`src/rtl/apu_bus_master.sv`:
```
// Sequenced CPU-style bus initiator for the APU register window FF10-FF3F.
// Optional feature: define APU_POWER_GUARD_EN to drop writes to 0x10-0x25 while the shadow power bit is 0.
module apu_bus_master #(
  parameter int FIFO_DEPTH    = 4,
  parameter int SETUP_CYCLES  = 1,
  parameter int STROBE_CYCLES = 2,
  parameter int HOLD_CYCLES   = 1
) (
  input  logic        clk,
  input  logic        reset,
  input  logic        req_valid,
  output logic        req_ready,
  input  logic        req_wr,
  input  logic [7:0]  req_addr,
  input  logic [7:0]  req_wdata,
  output logic        rsp_valid,
  output logic [7:0]  rsp_rdata,
  output logic        rsp_err,
  output logic [15:0] a,
  output logic [7:0]  d_out,
  output logic        d_oe,
  input  logic [7:0]  d_in,
  output logic        cpu_wr,
  output logic        cpu_rd,
  output logic        busy
);

  localparam int PTR_W  = (FIFO_DEPTH > 1) ? $clog2(FIFO_DEPTH) : 1;
  localparam int CNT_W  = PTR_W + 1;
  localparam int MAX_SH = (SETUP_CYCLES > STROBE_CYCLES) ? SETUP_CYCLES : STROBE_CYCLES;
  localparam int MAX_PH = (MAX_SH > HOLD_CYCLES) ? MAX_SH : HOLD_CYCLES;
  localparam int PH_W   = (MAX_PH > 1) ? $clog2(MAX_PH) : 1;

  localparam logic [PH_W-1:0]  PH_SETUP  = PH_W'(SETUP_CYCLES - 1);
  localparam logic [PH_W-1:0]  PH_STROBE = PH_W'(STROBE_CYCLES - 1);
  localparam logic [PH_W-1:0]  PH_HOLD   = PH_W'(HOLD_CYCLES - 1);
  localparam logic [CNT_W-1:0] CNT_FULL  = CNT_W'(FIFO_DEPTH);

  typedef enum logic [2:0] {
    S_IDLE,
    S_SETUP,
    S_STROBE,
    S_HOLD,
    S_RESP
  } state_t;

  // FIFO entry layout: {wr, addr[7:0], wdata[7:0]}
  logic [16:0]      r_mem [FIFO_DEPTH];
  logic [PTR_W-1:0] r_wr_ptr;
  logic [PTR_W-1:0] r_rd_ptr;
  logic [CNT_W-1:0] r_cnt;
  logic             r_ready;
  logic             r_busy;

  state_t           r_state;
  logic [PH_W-1:0]  r_phase;
  logic             r_is_wr;
  logic [7:0]       r_cap;
  logic [15:0]      r_a;
  logic [7:0]       r_d_out;
  logic             r_d_oe;
  logic             r_cpu_wr;
  logic             r_cpu_rd;
  logic             r_rsp_valid;
  logic [7:0]       r_rsp_rdata;
  logic             r_rsp_err;

  logic             w_push;
  logic             w_empty;
  logic             w_take;
  logic [16:0]      w_head;
  logic             w_hd_wr;
  logic [7:0]       w_hd_addr;
  logic [7:0]       w_hd_wdata;
  logic [CNT_W-1:0] w_cnt_nxt;
  logic             w_in_range;
  logic             w_drop;
  logic             w_busy_nxt;

  assign w_push  = req_valid && r_ready;
  assign w_empty = (r_cnt == '0);
  // An idle FSM takes a request straight off the port when the FIFO is empty,
  // so the address appears on the bus the cycle after the accept edge.
  assign w_take  = (r_state == S_IDLE) && (!w_empty || w_push);
  assign w_head  = w_empty ? {req_wr, req_addr, req_wdata} : r_mem[r_rd_ptr];
  assign {w_hd_wr, w_hd_addr, w_hd_wdata} = w_head;

  assign w_cnt_nxt  = r_cnt + CNT_W'(w_push) - CNT_W'(w_take);
  assign w_in_range = (w_hd_addr >= 8'h10) && (w_hd_addr <= 8'h3F);
  assign w_busy_nxt = ((r_state == S_IDLE) ? w_take : (r_state != S_RESP)) || (w_cnt_nxt != '0);

`ifdef APU_POWER_GUARD_EN
  logic r_pwr;

  always_ff @(posedge clk) begin
    if (reset) begin
      r_pwr <= 1'b0;
    end else if (w_take && w_hd_wr && (w_hd_addr == 8'h26)) begin
      r_pwr <= w_hd_wdata[7];
    end
  end

  assign w_drop = w_hd_wr && !r_pwr && (w_hd_addr >= 8'h10) && (w_hd_addr <= 8'h25);
`else
  assign w_drop = 1'b0;
`endif

  always_ff @(posedge clk) begin
    if (w_push) begin
      r_mem[r_wr_ptr] <= {req_wr, req_addr, req_wdata};
    end
  end

  always_ff @(posedge clk) begin
    if (reset) begin
      r_wr_ptr <= '0;
      r_rd_ptr <= '0;
      r_cnt    <= '0;
      r_ready  <= 1'b1;
      r_busy   <= 1'b0;
    end else begin
      if (w_push) r_wr_ptr <= r_wr_ptr + PTR_W'(1);
      if (w_take) r_rd_ptr <= r_rd_ptr + PTR_W'(1);
      r_cnt   <= w_cnt_nxt;
      r_ready <= (w_cnt_nxt != CNT_FULL);
      r_busy  <= w_busy_nxt;
    end
  end

  always_ff @(posedge clk) begin
    if (reset) begin
      r_state     <= S_IDLE;
      r_phase     <= '0;
      r_a         <= 16'h0000;
      r_d_out     <= 8'h00;
      r_d_oe      <= 1'b0;
      r_cpu_wr    <= 1'b0;
      r_cpu_rd    <= 1'b0;
      r_rsp_valid <= 1'b0;
      r_rsp_rdata <= 8'hFF;
      r_rsp_err   <= 1'b0;
    end else begin
      case (r_state)
        S_IDLE: begin
          if (w_take) begin
            if (w_in_range && !w_drop) begin
              r_state <= S_SETUP;
              r_phase <= PH_SETUP;
              r_a     <= {8'hFF, w_hd_addr};
              r_d_out <= w_hd_wdata;
              r_is_wr <= w_hd_wr;
            end else begin
              // Rejected or power-guarded requests skip the bus entirely.
              r_state     <= S_RESP;
              r_rsp_valid <= 1'b1;
              r_rsp_err   <= !w_in_range;
              r_rsp_rdata <= 8'hFF;
            end
          end
        end
        S_SETUP: begin
          if (r_phase == '0) begin
            r_state  <= S_STROBE;
            r_phase  <= PH_STROBE;
            r_cpu_wr <= r_is_wr;
            r_cpu_rd <= !r_is_wr;
            r_d_oe   <= r_is_wr;
          end else begin
            r_phase <= r_phase - PH_W'(1);
          end
        end
        S_STROBE: begin
          if (r_phase == '0) begin
            r_state  <= S_HOLD;
            r_phase  <= PH_HOLD;
            r_cpu_wr <= 1'b0;
            r_cpu_rd <= 1'b0;
            if (!r_is_wr) r_cap <= d_in;
          end else begin
            r_phase <= r_phase - PH_W'(1);
          end
        end
        S_HOLD: begin
          if (r_phase == '0) begin
            r_state     <= S_RESP;
            r_d_oe      <= 1'b0;
            r_rsp_valid <= 1'b1;
            r_rsp_err   <= 1'b0;
            r_rsp_rdata <= r_is_wr ? 8'hFF : r_cap;
          end else begin
            r_phase <= r_phase - PH_W'(1);
          end
        end
        S_RESP: begin
          r_state     <= S_IDLE;
          r_rsp_valid <= 1'b0;
          r_rsp_err   <= 1'b0;
          r_rsp_rdata <= 8'hFF;
          r_a         <= 16'h0000;
          r_d_out     <= 8'h00;
          r_d_oe      <= 1'b0;
        end
        default: begin
          r_state <= S_IDLE;
        end
      endcase
    end
  end

  assign req_ready = r_ready;
  assign busy      = r_busy;
  assign a         = r_a;
  assign d_out     = r_d_out;
  assign d_oe      = r_d_oe;
  assign cpu_wr    = r_cpu_wr;
  assign cpu_rd    = r_cpu_rd;
  assign rsp_valid = r_rsp_valid;
  assign rsp_rdata = r_rsp_rdata;
  assign rsp_err   = r_rsp_err;

endmodule

```
`config.mk`:
```
export PLATFORM = sky130hd
export DESIGN_NAME = apu_bus_master
export DESIGN_NICKNAME = d
export VERILOG_FILES = /design/src/rtl/apu_bus_master.sv
export SDC_FILE = /design/constraint.sdc
export NUM_CORES = 1
export LEC_CHECK = 0
export BUFFER_PORTS_ARGS = -buffer_cell sky130_fd_sc_hd__buf_2
export CORE_MARGIN = 3
export CORE_UTILIZATION = 30
export DETAILED_ROUTE_END_ITERATION = 12
export PLACE_DENSITY_LB_ADDON = 0.25
export SYNTH_ARGS = -nofsm -noshare
export SYNTH_HDL_FRONTEND = slang
export SYNTH_SLANG_ARGS = --single-unit
```
`constraint.sdc`:
```
create_clock -name clk -period 3.2 [get_ports clk]
set_clock_uncertainty 0.15 [all_clocks]
set_input_delay 0.32 -clock clk [delete_from_list [all_inputs] [get_ports clk]]
set_output_delay 0.32 -clock clk [all_outputs]
set_load 0.01 [all_outputs]
```
==> impl_results.md, run 1 <==
* EDFF count, synth at 77
* RSZ-0062 raised after global routing: false
* Post-synthesis simple-gate area fraction at approximately 8.2%
* Share of the synthesized area in the top cell type at a little under half
* Pwr per Cell Area at about 900 mW/mm^2
* IO Pins at 67
* Post_cts resized at 0
* Synth Area in XOR/XNOR at ~1.1%
* Top cells by area, synth: edfxtp_1 48%, dfxtp_1 19%, mux4_2 7.0%
* Final setup violation count at 0
* Fin crit share at about nine tenths
* Worst path required time at 3.33 ns
* Postcts setup bufs at 0
* Kind of critical path: reg2reg
* Post-route insts no fill at approximately 640
* Initial Util at 31.2%
* Core Area at 0.0155 sq mm
* P_leak at between 2 and 2.5 nW
* Syn_nets at approximately 360
* GRT Residual Overflow at 0
* Most common cell after layout, fill and taps aside: edfxtp_1
* Largest family of logic cells by synthesized area: multiplexers
* Crit Path Max Fanout at 13
* Via count at 2909
* CTS Buffer Depth at 2
* Bufs and invs on worst path at 0
* Uppermost routed layer: met5
* Total track usage at roughly an eighth
* Critical Path AT at between 2 and 3 ns
* Largest area contributor in the netlist: edfxtp_1
* Remaining DRCs at 0
* Slew margin rel. at between 30% and 40%
* Min Tclk post-route at around 2.9 ns
* Register area share after synthesis at 66.5%
* Die W at between 100 and 150 microns
* Synth warn at 0
* Global-route wire length before repair at roughly 17000 microns
* Clock Latency Late Sink at a little over 0.4 ns
* GPL Wtd Cong at 0.707
* CTS clk-pin slew, worst paths at 0.05 ns
* Root buffer cell: clkbuf_16
* Starting DRT DRC Count at roughly 230
* Compound-cell area share of the yosys netlist at under 10%
* CP peak stage delay at around 0.48 ns
* CP delay by family, top: simple AND/OR/NAND/NOR gates
* Final setup TNS at 0 ns
* CP Launch Type: register
* Final wirelength at ~10000 microns
* Mux contribution to synthesized area at about an eighth
* Met2 WL post-DR at between 4000 and 5000 microns
* Slew @ Worst Pin at between 0.9 and 1 ns
* Mapped Avg Cell Area at between 10 and 15 sq um
* Initial antenna violation count at 2
* Vias in the first global route at a little over 3k
* Cells after DPL at between 500 and 600
* Clock sinks at ~120
* Wirelength per Cell at roughly 16 microns
* Worst setup EP type: register
* H-tree depth at 4
* CTS Buf Count at 17
* Worst-path cell chain: or3_1 > a21oi_1 > nand2_1 > o21ai_0 > ha_1 > fa_1 > nor2_1 > nand3_1 > nor2_1 > nor2_1
* DRT Pass-1 Iters at 4
* Most frequent cells in the layout: 77 x edfxtp_1, 66 x buf_2, 45 x dfxtp_1
* Async SR Flop Fraction at 0%
* Achievable frequency at 0.351 GHz
* DR vias/cell at around 4.5
* Final instance area at ~0.006 sq mm
* Detailed placer's ending HPWL at ~6300 microns
* Synth Flop Type: edfxtp_1
* Largest net degree at the start of global routing at 28
* Post-synth cell types at 49
* Port Buf Inserts at 66
* CTS tree: done
* Final hold vios at 0
* Die area at ~0.018 sq mm
* Met1 WL at approximately 4600 microns
* Antenna diodes at 0
* Synthesized area at about 0.0048 sq mm
* # rows at 45
* DR WL met3 at 583 microns
* Status: finished, final reports clean
* Max-slew violations at 0
* Register bit count reported by yosys at between 100 and 150
* Synth Area in Adders at under 10%
* Dpl cell area at roughly 0.0053 sq mm
* Post-Syn Instances at between 300 and 400
* Synth-to-Final Area Change at 27.3%
* Crit-path slowest cell: or3_1
* R2R Setup Slk at about 0.35 ns
* Most numerous cell on the critical path: nor2_1
* Layout cells sized above 1 at 29.5%
* Nets@finish at approximately 450
* Maximum VDD drop at between 0.4 and 0.5 mV
* Hold WC Path Type: in2reg
* Total of max-cap violations at 0
* Routed Antenna Nets at 0
* Die Span Y at roughly 130 microns
-- path summary, 6_finish.rpt --
| kind | from | to | depth (start not counted) |
|---|---|---|---|
| max | r_state[2] | busy | 10 |
| min | req_wdata[1] | r_mem[0][1] | 1 |
| max reg2reg | r_state[2] | busy | 10 |
| min reg2reg | a[4] | a[4] | 1 |
-- synthesized netlist by cell type (all sizes together), types with 2 or more instances --
| master | number |
|---|---|
| ha | 5 |
| dfxtp | 45 |
| nor2b | 3 |
| nand3b | 2 |
| mux4 | 15 |
| and2 | 2 |
| a21oi | 6 |
| nor3 | 5 |
| xnor2 | 5 |
| nand3 | 3 |
| mux2i | 23 |
| a22oi | 3 |
| clkbuf | 9 |
| o21ai | 6 |
| buf | 14 |
| edfxtp | 77 |
| nor2 | 41 |
| nand2 | 17 |
| o2bb2ai | 14 |
| or3 | 2 |
| and3 | 4 |
| inv | 4 |
-- what timing repair did --
action | 4_1_cts | 5_1_grt
endpoints found under the hold margin | 56 | 0
endpoints found under the setup margin | 0 | 0
hold buffers | 20 | 0
-- kinds of logic after synthesis --
group           count (synthesis)
mux                            38
flops                         122
fa+ha+maj                       6
compound gates                 42
xor+xnor                        6
buf+inv                        27
simple gates                   86
-- sequential cells by signal, summed over array words and instances (netlist names), 3 cells and up, named ones only --
register	flops
d_out	8
r_mem	68
r_state	3
r_cnt	3
rsp_rdata	8
r_cap	8
a	9
-- metal layers --
layer,global-route usage [%],vias to the layer above
li1,-,1404
met1,15.7,1419
met2,19.0,67
met3,4.90,15
met4,3.29,4
met5,0,-
-- power by group --
part	internal (mW)	switching, mW
logic	0.692	0.840
clock network	1.26	0.668
registers	1.89	0.162
-- cell type report --
type	count	area, sq um
clock buffers	20	457
repair buffers	95	598
well taps	211	264
multi-input cells	178	1460
fillers	1423	9340
clock inverters	12	146
inverters	4	15.0
flip-flops and latches	122	3210
-- stage by stage --
| stage | utilization, % | total power [mW] | hold WS [ns] | setup slack (ns) |
|---|---|---|---|---|
| 2_1_floorplan | - | 3.24 | 0.269 | 0.778 |
| 3_3_place_gp | 34.5 | 3.60 | 0.290 | 0.492 |
| 3_5_place_dp | 34.5 | 3.62 | 0.293 | 0.372 |
| 4_1_cts | 39.7 | 5.59 | 0.00262 | 0.353 |
| 5_1_grt | 39.7 | 5.83 | 0.0134 | 0.177 |
| 6_report | 39.7 | 5.51 | 0.00952 | 0.348 |
(Power assumes the default switching activity.)
==> run 2: changes to the inputs <==
--- a/config.mk
+++ b/config.mk
@@ -7,9 +7,10 @@
 export LEC_CHECK = 0
 export BUFFER_PORTS_ARGS = -buffer_cell sky130_fd_sc_hd__buf_2
 export CORE_MARGIN = 3
-export CORE_UTILIZATION = 30
+export CORE_UTILIZATION = 43
 export DETAILED_ROUTE_END_ITERATION = 12
 export PLACE_DENSITY_LB_ADDON = 0.25
+export RECOVER_POWER = 25
 export SYNTH_ARGS = -nofsm -noshare
 export SYNTH_HDL_FRONTEND = slang
 export SYNTH_SLANG_ARGS = --single-unit
==> run 2 against run 1 <==
  * Combinational power hardly changed
  * Final area is 0.55% lower
  * Cell count is 10% lower
  * Die area is 29% lower
  * Non-clock buffer count is 6 higher
  * Count of clock-buffer cells in the layout is 5 higher
  * Register-to-register slack better by 0.07 ns
  * Via count is 2.4% higher
==> impl_results.md, run 2 (synthesis results as in run 1) <==
* NetSw at 1.63 mW (was 1.67 mW)
* Wirelength per Cell at 16.9 microns (was 15.7 microns)
* Most frequent cells in the layout: 77 x edfxtp_1, 52 x buf_2, 45 x dfxtp_1 (was 77 x edfxtp_1, 66 x buf_2, 45 x dfxtp_1)
* Slew margin rel. at 36.9% (was 38.0%)
* # rows at 38 (was 45)
* Total track usage at 16.6% (was 12.2%)
* Total of max-cap violations at 0 (unchanged)
* Core Area at 0.0109 sq mm (was 0.0155 sq mm)
* Maximum VDD drop at 0.578 mV (was 0.461 mV)
* DR vias/cell at 5.16 (was 4.53)
* Max reg flops at 68 (unchanged)
* Starting DRT DRC Count at 183 (was 228)
* Kind of critical path: reg2reg (unchanged)
* Max-slew violations at 0 (unchanged)
* Final hold vios at 0 (unchanged)
* Post_cts resized at 0 (unchanged)
* CP delay by family, top: simple AND/OR/NAND/NOR gates (unchanged)
* CTS Buffer Depth at 2 (unchanged)
* Vias in the first global route at 3070 (was 3040)
* IO Pins at 67 (unchanged)
* Crit-path slowest cell: or3_1 (unchanged)
* Detailed placer's ending HPWL at 6030 microns (was 6320 microns)
* Final wirelength at 9750 microns (was 10100 microns)
* Slew @ Worst Pin at 0.946 ns (was 0.929 ns)
* GRT Residual Overflow at 0 (unchanged)
* DRT Pass-1 Iters at 4 (unchanged)
* Dpl cell area at 0.00525 sq mm (was 0.00535 sq mm)
* Bufs and invs on worst path at 0 (unchanged)
* Worst-path cell chain: or3_1 > a21oi_1 > nand2_1 > o21ai_0 > ha_1 > fa_1 > nor2_1 > nand3_1 > nor2_1 > nor2_1 (unchanged)
* Post-route insts no fill at 577 (was 642)
* Critical Path AT at 3.02 ns (was 2.98 ns)
* RSZ-0062 raised after global routing: false (unchanged)
* Largest Register: r_mem (unchanged)
* Fin crit share at 86.9% (was 89.1%)
* GPL Wtd Cong at 0.773 (was 0.707)
* R2R Setup Slk at 0.42 ns (was 0.35 ns)
* Die Span Y at 112 microns (was 133 microns)
* Clock Latency Late Sink at 0.52 ns (was 0.41 ns)
* Synth-to-Final Area Change at 26.6% (was 27.3%)
* CP peak stage delay at 0.48 ns (about the same)
* Most common cell after layout, fill and taps aside: edfxtp_1 (unchanged)
* Routed Antenna Nets at 0 (unchanged)
* Combinational power share at 27.8% (about the same)
* Port Buf Inserts at 66 (unchanged)
* Pwr per Cell Area at 909 mW/mm^2 (was 897 mW/mm^2)
* H-tree depth at 4 (unchanged)
* Hold WC Path Type: reg2reg (was in2reg)
* Clock network power share at 35.3% (was 35.0%)
* Largest net degree at the start of global routing at 27 (was 28)
* Status: finished, final reports clean (unchanged)
* CTS Buf Count at 17 (unchanged)
* Root buffer cell: clkbuf_8 (was clkbuf_16)
* Achievable frequency at 0.360 GHz (was 0.351 GHz)
* Antenna diodes at 0 (unchanged)
* Nets@finish at 458 (was 452)
* Cells after DPL at 518 (was 590)
* Clock sinks at 122 (unchanged)
* Total power at 5.56 mW (was 5.51 mW)
* Most numerous cell on the critical path: nor2_1 (unchanged)
* Global-route wire length before repair at 15900 microns (was 16600 microns)
* CP Launch Type: register (unchanged)
* Final instance area at 0.00611 sq mm (was 0.00615 sq mm)
* Seq pwr share at 36.9% (was 37.3%)
* Die area at 0.0125 sq mm (was 0.0177 sq mm)
* P_leak at 2.32 nW (was 2.34 nW)
* Net Sw Frac at 29.4% (was 30.3%)
* Final setup TNS at 0 ns (unchanged)
* Final setup violation count at 0 (unchanged)
* Min Tclk post-route at 2.78 ns (was 2.85 ns)
* Layout cells sized above 1 at 24.9% (was 29.5%)
* Die W at 112 microns (was 133 microns)
* Crit Path Max Fanout at 13 (unchanged)
* Remaining DRCs at 0 (unchanged)
* Worst setup EP type: register (unchanged)
* Initial antenna violation count at 0 (was 2)
* Via count at 2980 (was 2909)
* Worst path required time at 3.44 ns (was 3.33 ns)
* CTS tree: done (unchanged)
* P_int at 3.92 mW (was 3.84 mW)
* Initial Util at 44.3% (was 31.2%)
* CTS clk-pin slew, worst paths at 0.05 ns (about the same)
## run 2: changes by cell type in the layout (fill, tap and decap cells not counted), sizes merged
cell,change
clkbuf,+19
inv,-1
clkinv,-5
bufinv,+1
dlygate4sd3,+7
buf,-15
## run 2: worst reg2reg max path, cell delays in order, from the launching register on
cell,delay (ns)
dfxtp_1,0.42
or3_1,0.49
a21oi_1,0.29
nand2_1,0.14
o21ai_0,0.12
ha_1,0.20
fa_1,0.44
nor2_1,0.16
nand3_1,0.09
nor2_1,0.11
nor2_1,0.05
## run 2: power groups by stage
stage / clock network (mW) / logic, mW / registers, mW
after CTS: 2.00 / 1.57 / 2.05
after global placement: 0 / 1.51 / 2.08
final: 1.96 / 1.54 / 2.05
after global routing: 2.08 / 1.70 / 2.08
after floorplan: 0 / 1.19 / 2.04
after detailed placement: 0 / 1.54 / 2.08
## run 2: final cells by class
type | count | area (sq um)
Fill cell | 890 | 4770
Sequential cell | 122 | 3210
Multi-Input combinational cell | 178 | 1460
Timing Repair Buffer | 101 | 643
Clock buffer | 25 | 475
Tap cell | 140 | 175
Clock inverter | 7 | 138
Inverter | 4 | 15.0
## run 2: what timing repair did
action	CTS	global route
setup buffers	0	0
hold buffers	27	0
hold endpoints to repair	85	0
## run 2: routing by layer
layer  vias up  global-route usage [%]  part of all wire (%)
li1       1418                       -                     -
met1      1470                    20.7                    45
met2        77                    26.9                    49
met3        15                    5.76                   5.3
met4         0                    6.41                   1.2
met5         -                       0                     0
## run 2: path summary, 6_finish.rpt
kind              start  endpoint  cells past startpoint
max          r_state[2]      busy                     10
min            d_out[7]  d_out[7]                      1
max reg2reg  r_state[2]      busy                     10
min reg2reg    d_out[7]  d_out[7]                      1
## run 2: stage by stage
| stage | hold WS, ns | util (%) | setup slack, ns |
|---|---|---|---|
| 5_1_grt | 0.326 | 56.2 | 0.226 |
| 2_1_floorplan | 0.269 | - | 0.778 |
| 6_report | 0.307 | 56.2 | 0.420 |
| 3_5_place_dp | 0.295 | 48.2 | 0.445 |
| 3_3_place_gp | 0.291 | 48.2 | 0.517 |
| 4_1_cts | 0.311 | 56.3 | 0.425 |
